File: src/rtl/alu_sequencer_pkg.sv
// Shared types and instruction-field helpers for the ALU sequencer.
package alu_seq_pkg;

    typedef enum logic [1:0] {
        IDLE = 2'd0,
        T1   = 2'd1,
        T2   = 2'd2,
        T3   = 2'd3
    } state_t;

    localparam logic [3:0] OP_LOAD = 4'b1110;
    localparam logic [3:0] OP_MOVE = 4'b1111;

    // Instruction layout: [9:6] opcode, [5:3] Rx, [2:0] Ry
    localparam int OP_HI = 9;
    localparam int OP_LO = 6;
    localparam int RX_HI = 5;
    localparam int RX_LO = 3;
    localparam int RY_HI = 2;
    localparam int RY_LO = 0;

    function automatic logic [3:0] op_of(input logic [9:0] instr);
        return instr[OP_HI:OP_LO];
    endfunction

    function automatic logic [2:0] rx_of(input logic [9:0] instr);
        return instr[RX_HI:RX_LO];
    endfunction

    function automatic logic [2:0] ry_of(input logic [9:0] instr);
        return instr[RY_HI:RY_LO];
    endfunction

endpackage

File: src/rtl/alu_sequencer_if.sv
// Handshake and datapath-control bundle between instruction source and sequencer.
interface alu_sequencer_if #(
    parameter int NREG = 8,
    parameter int W    = 10
);
    logic            Exec;
    logic [W-1:0]    INSTR;
    logic            Busy;
    logic            Done;
    logic            enA;
    logic            enGin;
    logic            enGout;
    logic            enExt;
    logic [3:0]      ALUcont;
    logic [NREG-1:0] Rin;
    logic [NREG-1:0] Rout;

    // Instruction source side
    modport master (
        output Exec, INSTR,
        input  Busy, Done, enA, enGin, enGout, enExt, ALUcont, Rin, Rout
    );

    // Sequencer side
    modport slave (
        input  Exec, INSTR,
        output Busy, Done, enA, enGin, enGout, enExt, ALUcont, Rin, Rout
    );
endinterface

File: src/rtl/alu_sequencer_dec3to8.sv
// 3-to-8 one-hot decoder with enable; all zero when disabled.
module dec3to8 (
    input  logic [2:0] sel,
    input  logic       en,
    output logic [7:0] onehot
);
    for (genvar i = 0; i < 8; i++) begin : g_bit
        assign onehot[i] = en && (sel == 3'(i));
    end
endmodule

File: src/rtl/alu_sequencer.sv
// Control sequencer for the A/ALU/G datapath with an 8-register shared bus.
// LOAD and MOVE finish in one step, ALU ops take three (T1..T3).
module alu_sequencer
    import alu_seq_pkg::*;
#(
    parameter int NREG = 8,
    parameter int W    = 10
) (
    input  logic         CLK,
    input  logic         RST,
    alu_sequencer_if.slave bus
);

    state_t       state;
    state_t       next;
    logic [W-1:0] ir;

    logic [3:0] op;
    logic [2:0] rx;
    logic [2:0] ry;

    assign op = op_of(ir);
    assign rx = rx_of(ir);
    assign ry = ry_of(ir);

    logic       busy, done, en_a, en_gin, en_gout, en_ext;
    logic [3:0] alu_cont;
    logic       rin_en, rout_en;
    logic [2:0] rin_sel, rout_sel;
    logic [7:0] rin_vec, rout_vec;

    // State register; reset aborts any instruction in flight
    always_ff @(posedge CLK) begin
        if (RST) state <= IDLE;
        else     state <= next;
    end

    // Instruction register captures only on an accepted request
    always_ff @(posedge CLK) begin
        if (RST)                              ir <= '0;
        else if (state == IDLE && bus.Exec)   ir <= bus.INSTR;
    end

    // Next-state and Moore output decode from state and IR
    always_comb begin
        next     = state;
        busy     = 1'b0;
        done     = 1'b0;
        en_a     = 1'b0;
        en_gin   = 1'b0;
        en_gout  = 1'b0;
        en_ext   = 1'b0;
        alu_cont = 4'd0;
        rin_en   = 1'b0;
        rout_en  = 1'b0;
        rin_sel  = rx;
        rout_sel = ry;
        case (state)
            IDLE: begin
                if (bus.Exec) next = T1;
            end
            T1: begin
                busy   = 1'b1;
                rin_en = 1'b0;
                if (op == OP_LOAD) begin
                    en_ext = 1'b1;
                    rin_en = 1'b1;
                    done   = 1'b1;
                    next   = IDLE;
                end else if (op == OP_MOVE) begin
                    rout_en = 1'b1;
                    rin_en  = 1'b1;
                    done    = 1'b1;
                    next    = IDLE;
                end else begin
                    // First ALU step: Rx onto the bus into A
                    rout_sel = rx;
                    rout_en  = 1'b1;
                    en_a     = 1'b1;
                    next     = T2;
                end
            end
            T2: begin
                busy     = 1'b1;
                rout_en  = 1'b1;
                en_gin   = 1'b1;
                alu_cont = op;
                next     = T3;
            end
            T3: begin
                busy    = 1'b1;
                en_gout = 1'b1;
                rin_en  = 1'b1;
                done    = 1'b1;
                next    = IDLE;
            end
            default: next = IDLE;
        endcase
    end

    dec3to8 u_rin  (.sel(rin_sel),  .en(rin_en),  .onehot(rin_vec));
    dec3to8 u_rout (.sel(rout_sel), .en(rout_en), .onehot(rout_vec));

    assign bus.Busy    = busy;
    assign bus.Done    = done;
    assign bus.enA     = en_a;
    assign bus.enGin   = en_gin;
    assign bus.enGout  = en_gout;
    assign bus.enExt   = en_ext;
    assign bus.ALUcont = alu_cont;
    assign bus.Rin     = NREG'(rin_vec);
    assign bus.Rout    = NREG'(rout_vec);

endmodule

File: src/flat_wrapper.sv
// flat-port wrapper written by rule: the top's interface ports become plain ports
module alu_sequencer_flat import alu_seq_pkg::*;
#(
    parameter int NREG = 8,
    parameter int W    = 10
)
  (CLK, RST, bus_Exec, bus_INSTR, bus_Busy, bus_Done, bus_enA, bus_enGin, bus_enGout, bus_enExt, bus_ALUcont, bus_Rin, bus_Rout);
  alu_sequencer_if #(.NREG(NREG), .W(W)) bus_i ();
  input  logic CLK;
  input  logic RST;
  input wire logic [$bits(bus_i.Exec)-1:0] bus_Exec;
  input wire logic [$bits(bus_i.INSTR)-1:0] bus_INSTR;
  output wire logic [$bits(bus_i.Busy)-1:0] bus_Busy;
  output wire logic [$bits(bus_i.Done)-1:0] bus_Done;
  output wire logic [$bits(bus_i.enA)-1:0] bus_enA;
  output wire logic [$bits(bus_i.enGin)-1:0] bus_enGin;
  output wire logic [$bits(bus_i.enGout)-1:0] bus_enGout;
  output wire logic [$bits(bus_i.enExt)-1:0] bus_enExt;
  output wire logic [$bits(bus_i.ALUcont)-1:0] bus_ALUcont;
  output wire logic [$bits(bus_i.Rin)-1:0] bus_Rin;
  output wire logic [$bits(bus_i.Rout)-1:0] bus_Rout;
  assign bus_i.Exec = bus_Exec;
  assign bus_i.INSTR = bus_INSTR;
  assign bus_Busy = bus_i.Busy;
  assign bus_Done = bus_i.Done;
  assign bus_enA = bus_i.enA;
  assign bus_enGin = bus_i.enGin;
  assign bus_enGout = bus_i.enGout;
  assign bus_enExt = bus_i.enExt;
  assign bus_ALUcont = bus_i.ALUcont;
  assign bus_Rin = bus_i.Rin;
  assign bus_Rout = bus_i.Rout;
  alu_sequencer #(.NREG(NREG), .W(W)) u_core (.CLK(CLK), .RST(RST), .bus(bus_i));
endmodule
File: config.mk
export PLATFORM = sky130hd
export DESIGN_NAME = alu_sequencer_flat
export DESIGN_NICKNAME = d
export VERILOG_FILES = /design/src/rtl/alu_sequencer_pkg.sv /design/src/rtl/alu_sequencer_if.sv /design/src/rtl/alu_sequencer_dec3to8.sv /design/src/rtl/alu_sequencer.sv /design/src/flat_wrapper.sv
export SDC_FILE = /design/constraint.sdc
export NUM_CORES = 1
export LEC_CHECK = 0
export ABC_AREA = 1
export CAP_MARGIN = 25
export CELL_PAD_IN_SITES_DETAIL_PLACEMENT = 0
export CELL_PAD_IN_SITES_GLOBAL_PLACEMENT = 1
export CORE_MARGIN = 2
export CORE_UTILIZATION = 35
export CTS_CLUSTER_DIAMETER = 120
export DETAILED_ROUTE_END_ITERATION = 6
export DONT_BUFFER_PORTS = 1
export HOLD_SLACK_MARGIN = 0.1
export PLACE_DENSITY = 0.7
export SLEW_MARGIN = 20
export SYNTH_ARGS = -nofsm -noshare
export SYNTH_HDL_FRONTEND = slang
export SYNTH_HIERARCHICAL = 1
export SYNTH_SLANG_ARGS = --single-unit
File: constraint.sdc
create_clock -name CLK -period 3.3 [get_ports CLK]
set_clock_uncertainty 0.1 [all_clocks]
set_input_delay 0.66 -clock CLK [delete_from_list [all_inputs] [get_ports CLK]]
set_output_delay 0.66 -clock CLK [all_outputs]
set_load 0.02 [all_outputs]
# After elaboration in Yosys (flattened, before gate mapping)
# Cells that the tools add are included.
classes:
  n_eq_ne: 20
  n_mux: 21
  reduce_logical: 21
ops:
  columns: ["cell", "count"]
  rows:
  - ["3-bit == test (second input constant)", 8]
  - ["1-bit logical AND", 17]
  - ["3-bit by 2-bit == test with 1-bit output (second input constant)", 4]
  - ["1-bit two-way mux", 11]
  - ["3-bit two-way mux", 3]
  - ["4-bit == test (second input constant)", 2]
  - ["2-bit one-hot mux with 4 select lines", 1]
  - ["3-bit by 1-bit == test with 1-bit output (second input constant)", 2]
  - ["3-bit logical NOT", 2]
  - ["2-bit two-way mux", 3]
  - ["2-bit == test (second input constant)", 2]
  - ["4-bit two-way mux", 1]
  - ["1-bit one-hot mux with 2 select lines", 2]
  - ["3-bit OR reduction", 1]
  - ["2-bit by 1-bit == test with 1-bit output (second input constant)", 1]
  - ["2-bit logical NOT", 1]
  - ["2-bit inequality test (second input constant)", 1]
word_totals:
  regBits: 12
  inputBits: 13
  out_inout_bits: 26

# Logic depth before layout (Yosys ltp)
logic_depth:
  ltp_word: 6
  ltp_mapped: 9
  depth_no_buf: 9

# Modules after synthesis
# The synthesis kept the hierarchy.
by_module_without_submodules:
  columns: ["module", "n_inst", "cells_per_inst", "area_each_um2", "seq_area_each_um2"]
  rows:
  - ["alu_sequencer", 1, 90, 630.6, 240.2]
  - ["dec3to8", 2, 17, 63.8, 0.0]

# Least setup slack after synthesis
# No wires, ideal clock.
synth_path:
  path_type: "register -> output"
  start: "register with a tool-made name"
  end: "output port bus_Rin[4]"
  t_arrival_ns: 1.664
  t_required_ns: 2.540
  slack_ns: 0.876
  path_stages_with_launch: 7
  path_buffers: 0
  path_cell_list: "dfxtp_1 > inv_1 > ha_1 > inv_1 > o21bai_1 > nand2_1 > nor2_1"
synth_rtl:
  columns: ["element", "line", "source"]
  rows:
  - ["to (decl)", "flat_wrapper.sv:20", "output wire logic [$bits(bus_i.Rin)-1:0] bus_Rin;"]

==> results.txt <==
Post-CTS Hold Fix Bufs = 0
Worst rel slew slack = 57.0%
Slew Limit Fails = 0
Netlist Area Pre-Place = 758 um^2
Tmin final = 2.89 ns
IO buf count = 0
Final nets = 145
Synth warn = 6
Unrepaired setup endpoints after global routing = no
TritonCTS buffer count = 3
Share of power burned in registers = 38.7%
Worst R2R End = u_core/ir[7]$_SDFFE_PP0P_
Area growth, synth to finish = 7.10%
Fin. Hold Viols = 0
Switch Pwr = 0.208 mW
Clk_lat worst skew = 0.26 ns
Fin crit share = 87.7%
Number of enable flip-flop cells after synthesis = 0
Row cnt = 16
Layout cells sized above 1 = 7.14%
Lkg Pwr = 0.388 nW
Clk pwr share = 22.4%
Gates resized, CTS repair = 0
RR Startpoint = u_core/state[0]$_SDFFE_PP0P_
Worst slew pin tran = 0.640 ns
Clk slew on worst S/H paths = 0.07 ns
Count leader, synth = nor2_1
Max VDD drop = 0.257 mV
Antenna violations before repair = 0
Sw Share = 41.4%
Startpoint types = flip-flop
WL per Instance = 10.2 um
Detailed Place HPWL = 1300 um
Top cells by area, synth = dfxtp_1 (32%), nor2_1 (19%), nand2_1 (14%), ha_1 (8.3%), inv_1 (7.9%)
N_diodes = 0
Fmax achieved = 345 MHz
Yosys cell types = 18
FF-to-FF path depth = 6
Power Dens Cells = 619 mW/mm^2
Worst hold path class = flip-flop to flip-flop
Post-route DRC violation count = 0
Post-synthesis sequential area ratio = 31.7%
Post-synthesis register bit count = 12
Combinational share of power = 39.0%
Drt first pass iters = 4
Final setup viols = 0
H-tree levels = 1
Pin count of the biggest net entering global routing = 13
Global-route wire length before repair = 2540 um
DRT Wirelength = 1570 um
Yosys top cell by area = dfxtp_1
Int Pwr = 0.295 mW
Clock Sinks = 12
Tot GR Track Use = 12.9%
Post-Syn Nets = 142
Worst hold start = u_core/ir[2]$_SDFFE_PP0P_
Crit path kind = flip-flop to primary output
Vias = 691
IO Count = 39
Hold path depth = 2
Outcome = finished, final reports clean
Final antenna-violating net count = 0
Grt ovf = 0
Width of the chip = 50.5 um
Primary FF master, synth = dfxtp_1
Starting Density = 37.9%
FFs w/ async S/R, synth = 0%
Synth cell count leaders = nor2_1 (38), nand2_1 (29), inv_1 (16)
Vias in the first global route = 591
Die area = 0.00255 mm^2
Post-CTS setup buffers = 0
Crit path required time = 2.54 ns
Final Wtd Congestion = 0.772
CP Max Fanout = 4
Crit path capture type = primary output
Syn_area_per_cell = 6.11 um^2
Crit path DAT = 2.13 ns
Pre-CTS setup slack = 0.688 ns
Max cap viols = 0
Die Height = 50.5 um
Max clock buf depth = 2
Core area = 0.00200 mm^2
Setup tns final = 0 ns
Vias per inst = 4.52
Drt initial violations = 19
Hold Path End = u_core/ir[2]$_SDFFE_PP0P_
Post-Synthesis Cells = 124
Pwr Total = 0.503 mW
CTS tree = yes
R2r setup slk = 1.86 ns
Final WS setup = 0.405 ns
Top-area cell type share of the netlist area = 31.7%
Root Buffer Master = clkbuf_4
cells in the final DEF (no fill, tap or decap):
master and count:
o21ai_0 5, clkbuf_8 1, nand2_1 29, inv_1 16
o21ai_1 6, a21boi_0 1, clkbuf_4 3, nor3_1 1
inv_2 1, nand2_2 1, nand3_2 1, inv_4 1
o21bai_1 1, dfxtp_1 12, ha_1 5, a21oi_1 3
nor2_1 38, nand2_4 1
sequential cells by signal (all words and copies together), names as in the netlist, named ones only:
register / count
u_core/ir: 10
u_core/state: 1
stage by stage:
stage	utilization (%)	std cells	area (um^2)	hold slack [ns]
floorplan	-	124	758	0.355
global placement	38.8	149	776	0.370
detailed placement	38.8	149	776	0.375
CTS	40.6	153	812	0.393
global route	40.6	153	812	0.415
finish	40.6	153	812	0.386
kinds of logic (layout without fill, tap and decap cells):
kind of cell	Yosys count	after routing	share of synthesized area, %
AND/OR/NAND/NOR	71	71	37.5
buffers and inverters	20	22	11.4
AO/OA/AOI/OAI	16	16	11.2
flip-flops	12	12	31.7
adder cells (fa/ha/maj)	5	5	8.25
metal layers:
metal  GRT usage [%]  vias up  share of wire [%]  wire, um
met3            2.68        2                8.6       134
met4            5.41        0               0.38         6
met2            18.9       28                 40       622
met1            18.4      285                 51       804
met5               0        -                  0         0
li1                -      376                  -         -
critical path, stage by stage, from the launching register on:
cell	delay, ns
dfxtp_1	0.33
inv_1	0.11
ha_1	0.28
inv_1	0.08
o21bai_1	0.50
nand2_1	0.20
nor2_1	0.37
power by group through the flow:
| stage | Clock (mW) | Combinational (mW) | Sequential [mW] |
|---|---|---|---|
| floorplan | 0 | 0.175 | 0.192 |
| global placement | 0 | 0.197 | 0.197 |
| detailed placement | 0 | 0.197 | 0.199 |
| CTS | 0.117 | 0.198 | 0.195 |
| global route | 0.124 | 0.226 | 0.199 |
| finish | 0.113 | 0.196 | 0.194 |
area by class of cell:
class                           count  area (um^2)
Inverter                           18         70.1
Sequential cell                    12          240
Fill cell                         233         1190
Clock buffer                        4         36.3
Tap cell                           27         33.8
Multi-Input combinational cell     92          432
how the worst max path moves through the flow:
stage	slack, ns	cells after the start	end
floorplan	0.88	6	bus_Rin[4]
global placement	0.74	6	bus_Rin[4]
detailed placement	0.69	6	bus_Rin[6]
CTS	0.38	6	bus_Rin[6]
global route	0.23	6	bus_Rin[6]
finish	0.41	6	bus_Rin[6]
(Power assumes the default switching activity.)
==> RTL change, RTL diff (same settings) <==
Reset style: asynchronous (`RST`), changed in 2 clocked blocks.
--- a/src/rtl/alu_sequencer.sv
+++ b/src/rtl/alu_sequencer.sv
@@ -31,5 +31,5 @@
 
     // State register; reset aborts any instruction in flight
-    always_ff @(posedge CLK) begin
+    always_ff @(posedge CLK or posedge RST) begin
         if (RST) state <= IDLE;
         else     state <= next;
@@ -37,5 +37,5 @@
 
     // Instruction register captures only on an accepted request
-    always_ff @(posedge CLK) begin
+    always_ff @(posedge CLK or posedge RST) begin
         if (RST)                              ir <= '0;
         else if (state == IDLE && bus.Exec)   ir <= bus.INSTR;
Function: differs if RST is asserted again (counterexample within 4 cycles, from zero or initial values and one cycle with RST high); with RST held inactive, the same outputs for 10 cycles.
==> RTL change against the original RTL <==
Wire length increased by 19%; largest cell class unchanged; final area increased by 8.2%; sequential cell count is the same; core utilization decreased by 0.47 points; critical endpoint is now bus_Rout[2]; worst setup slack improved by 99 ps; area after synthesis rose by 6.8%.
Power is not compared: it rests on default switching activity, and its combinational part moved more than twofold at a synthesized area within 25%.
==> RTL change: results (changes against the original RTL) <==
[status]
outcome=finished clean

[final_layout]
drive_gt1_share_pct=6.45  ; -0.69 points
n_antenna_cell=0  ; unchanged
layout.filler_cells=250  ; +7.3%
stdcell_count=152  ; -0.65%

[critical_path]
cp_slowest_cell=ha_1
worst_r2r_endpoint=u_core/ir[2]
worst_path_largest_cell_delay_ps=450  ; -50 ps
crit_arrival_ps=2040  ; -90 ps
cp-endpoint=bus_Rout[2]
cp_max_fo=7  ; +3
r2r_cells=5  ; -1
r2r_setup_slack_ps=1560  ; -300 ps

[routing]
vias=727  ; +5.2%
wl_per_cell_um=12.2  ; +19%
drc=0  ; unchanged
drt_first_pass_iters=4  ; unchanged
drt_iter0_drc=15  ; -4

[pwr]
pwr-share-clk_pct=12.4
switching_share_pct=53.8
powerClk_uw=114

[synthesis]
synth_commonest_cells=nand2_1, inv_1, nor2_1
syn_avg_cell_area_um2=6.69  ; +9.4%
synthTopCellsByArea=dfrtp_1, nand2_1, inv_1
ys_seq_area_share_pct=37.1  ; +5.4 points
async_flop_share_pct=100  ; +100 points
synthFlopType=dfrtp_1
synth.distinct_cells=14  ; -4

[place]
placed_area_um2=842  ; +8.5%
pre_cts_ws_ps=806  ; +118 ps
hpwlAfterDp_mm=1.47  ; +13%
place_congestion=0.786  ; +1.9%

[timing]
period_share_pct=84.7  ; -3.0 points
hold_slack_ps=170  ; -217 ps
slew_headroom_pct=69.9  ; +13 points

[clocking]
clk_pin_slew_ps=80

[grt]
grtUsageTotal_pct=15.6  ; +2.7 points
grt_pass1_wl_mm=3.13  ; +23%
first_global_vias=663  ; +12%

[worst_hold_path]
holdCritPathClass=in2async

==> RTL change: layout make-up <==
type	count	area share (%)
Tap cell	28	3.99
Timing Repair Buffer	1	0.855
Inverter	18	7.69
Clock buffer	4	4.13
Multi-Input combinational cell	89	49.1
Sequential cell	12	34.2
==> RTL change: critical path: cells and delay by family (launching register included) <==
family / cells / cell delay [ps]
adders and majority gates: 1 / 450
and+or+nand+nor: 2 / 480
AOI/OAI and AO/OA: 2 / 290
buffers and inverters: 1 / 130
DFF: 1 / 420
==> RTL change: cell families after synthesis <==
kind of cell	share of synthesized area, %
buffers and inverters	9.58
AO/OA/AOI/OAI	4.02
flip-flops	37.1
AND/OR/NAND/NOR	41.6
adder cells (fa/ha/maj)	7.73
==> RTL change: metal layers <==
metal / part of all wire, % / vias up / global-route usage, %
li1: - / 373 / -
met1: 44 / 321 / 20.4
met2: 45 / 31 / 24.1
met3: 9.9 / 2 / 3.45
met4: 0.70 / 0 / 7.89
met5: 0 / - / 0
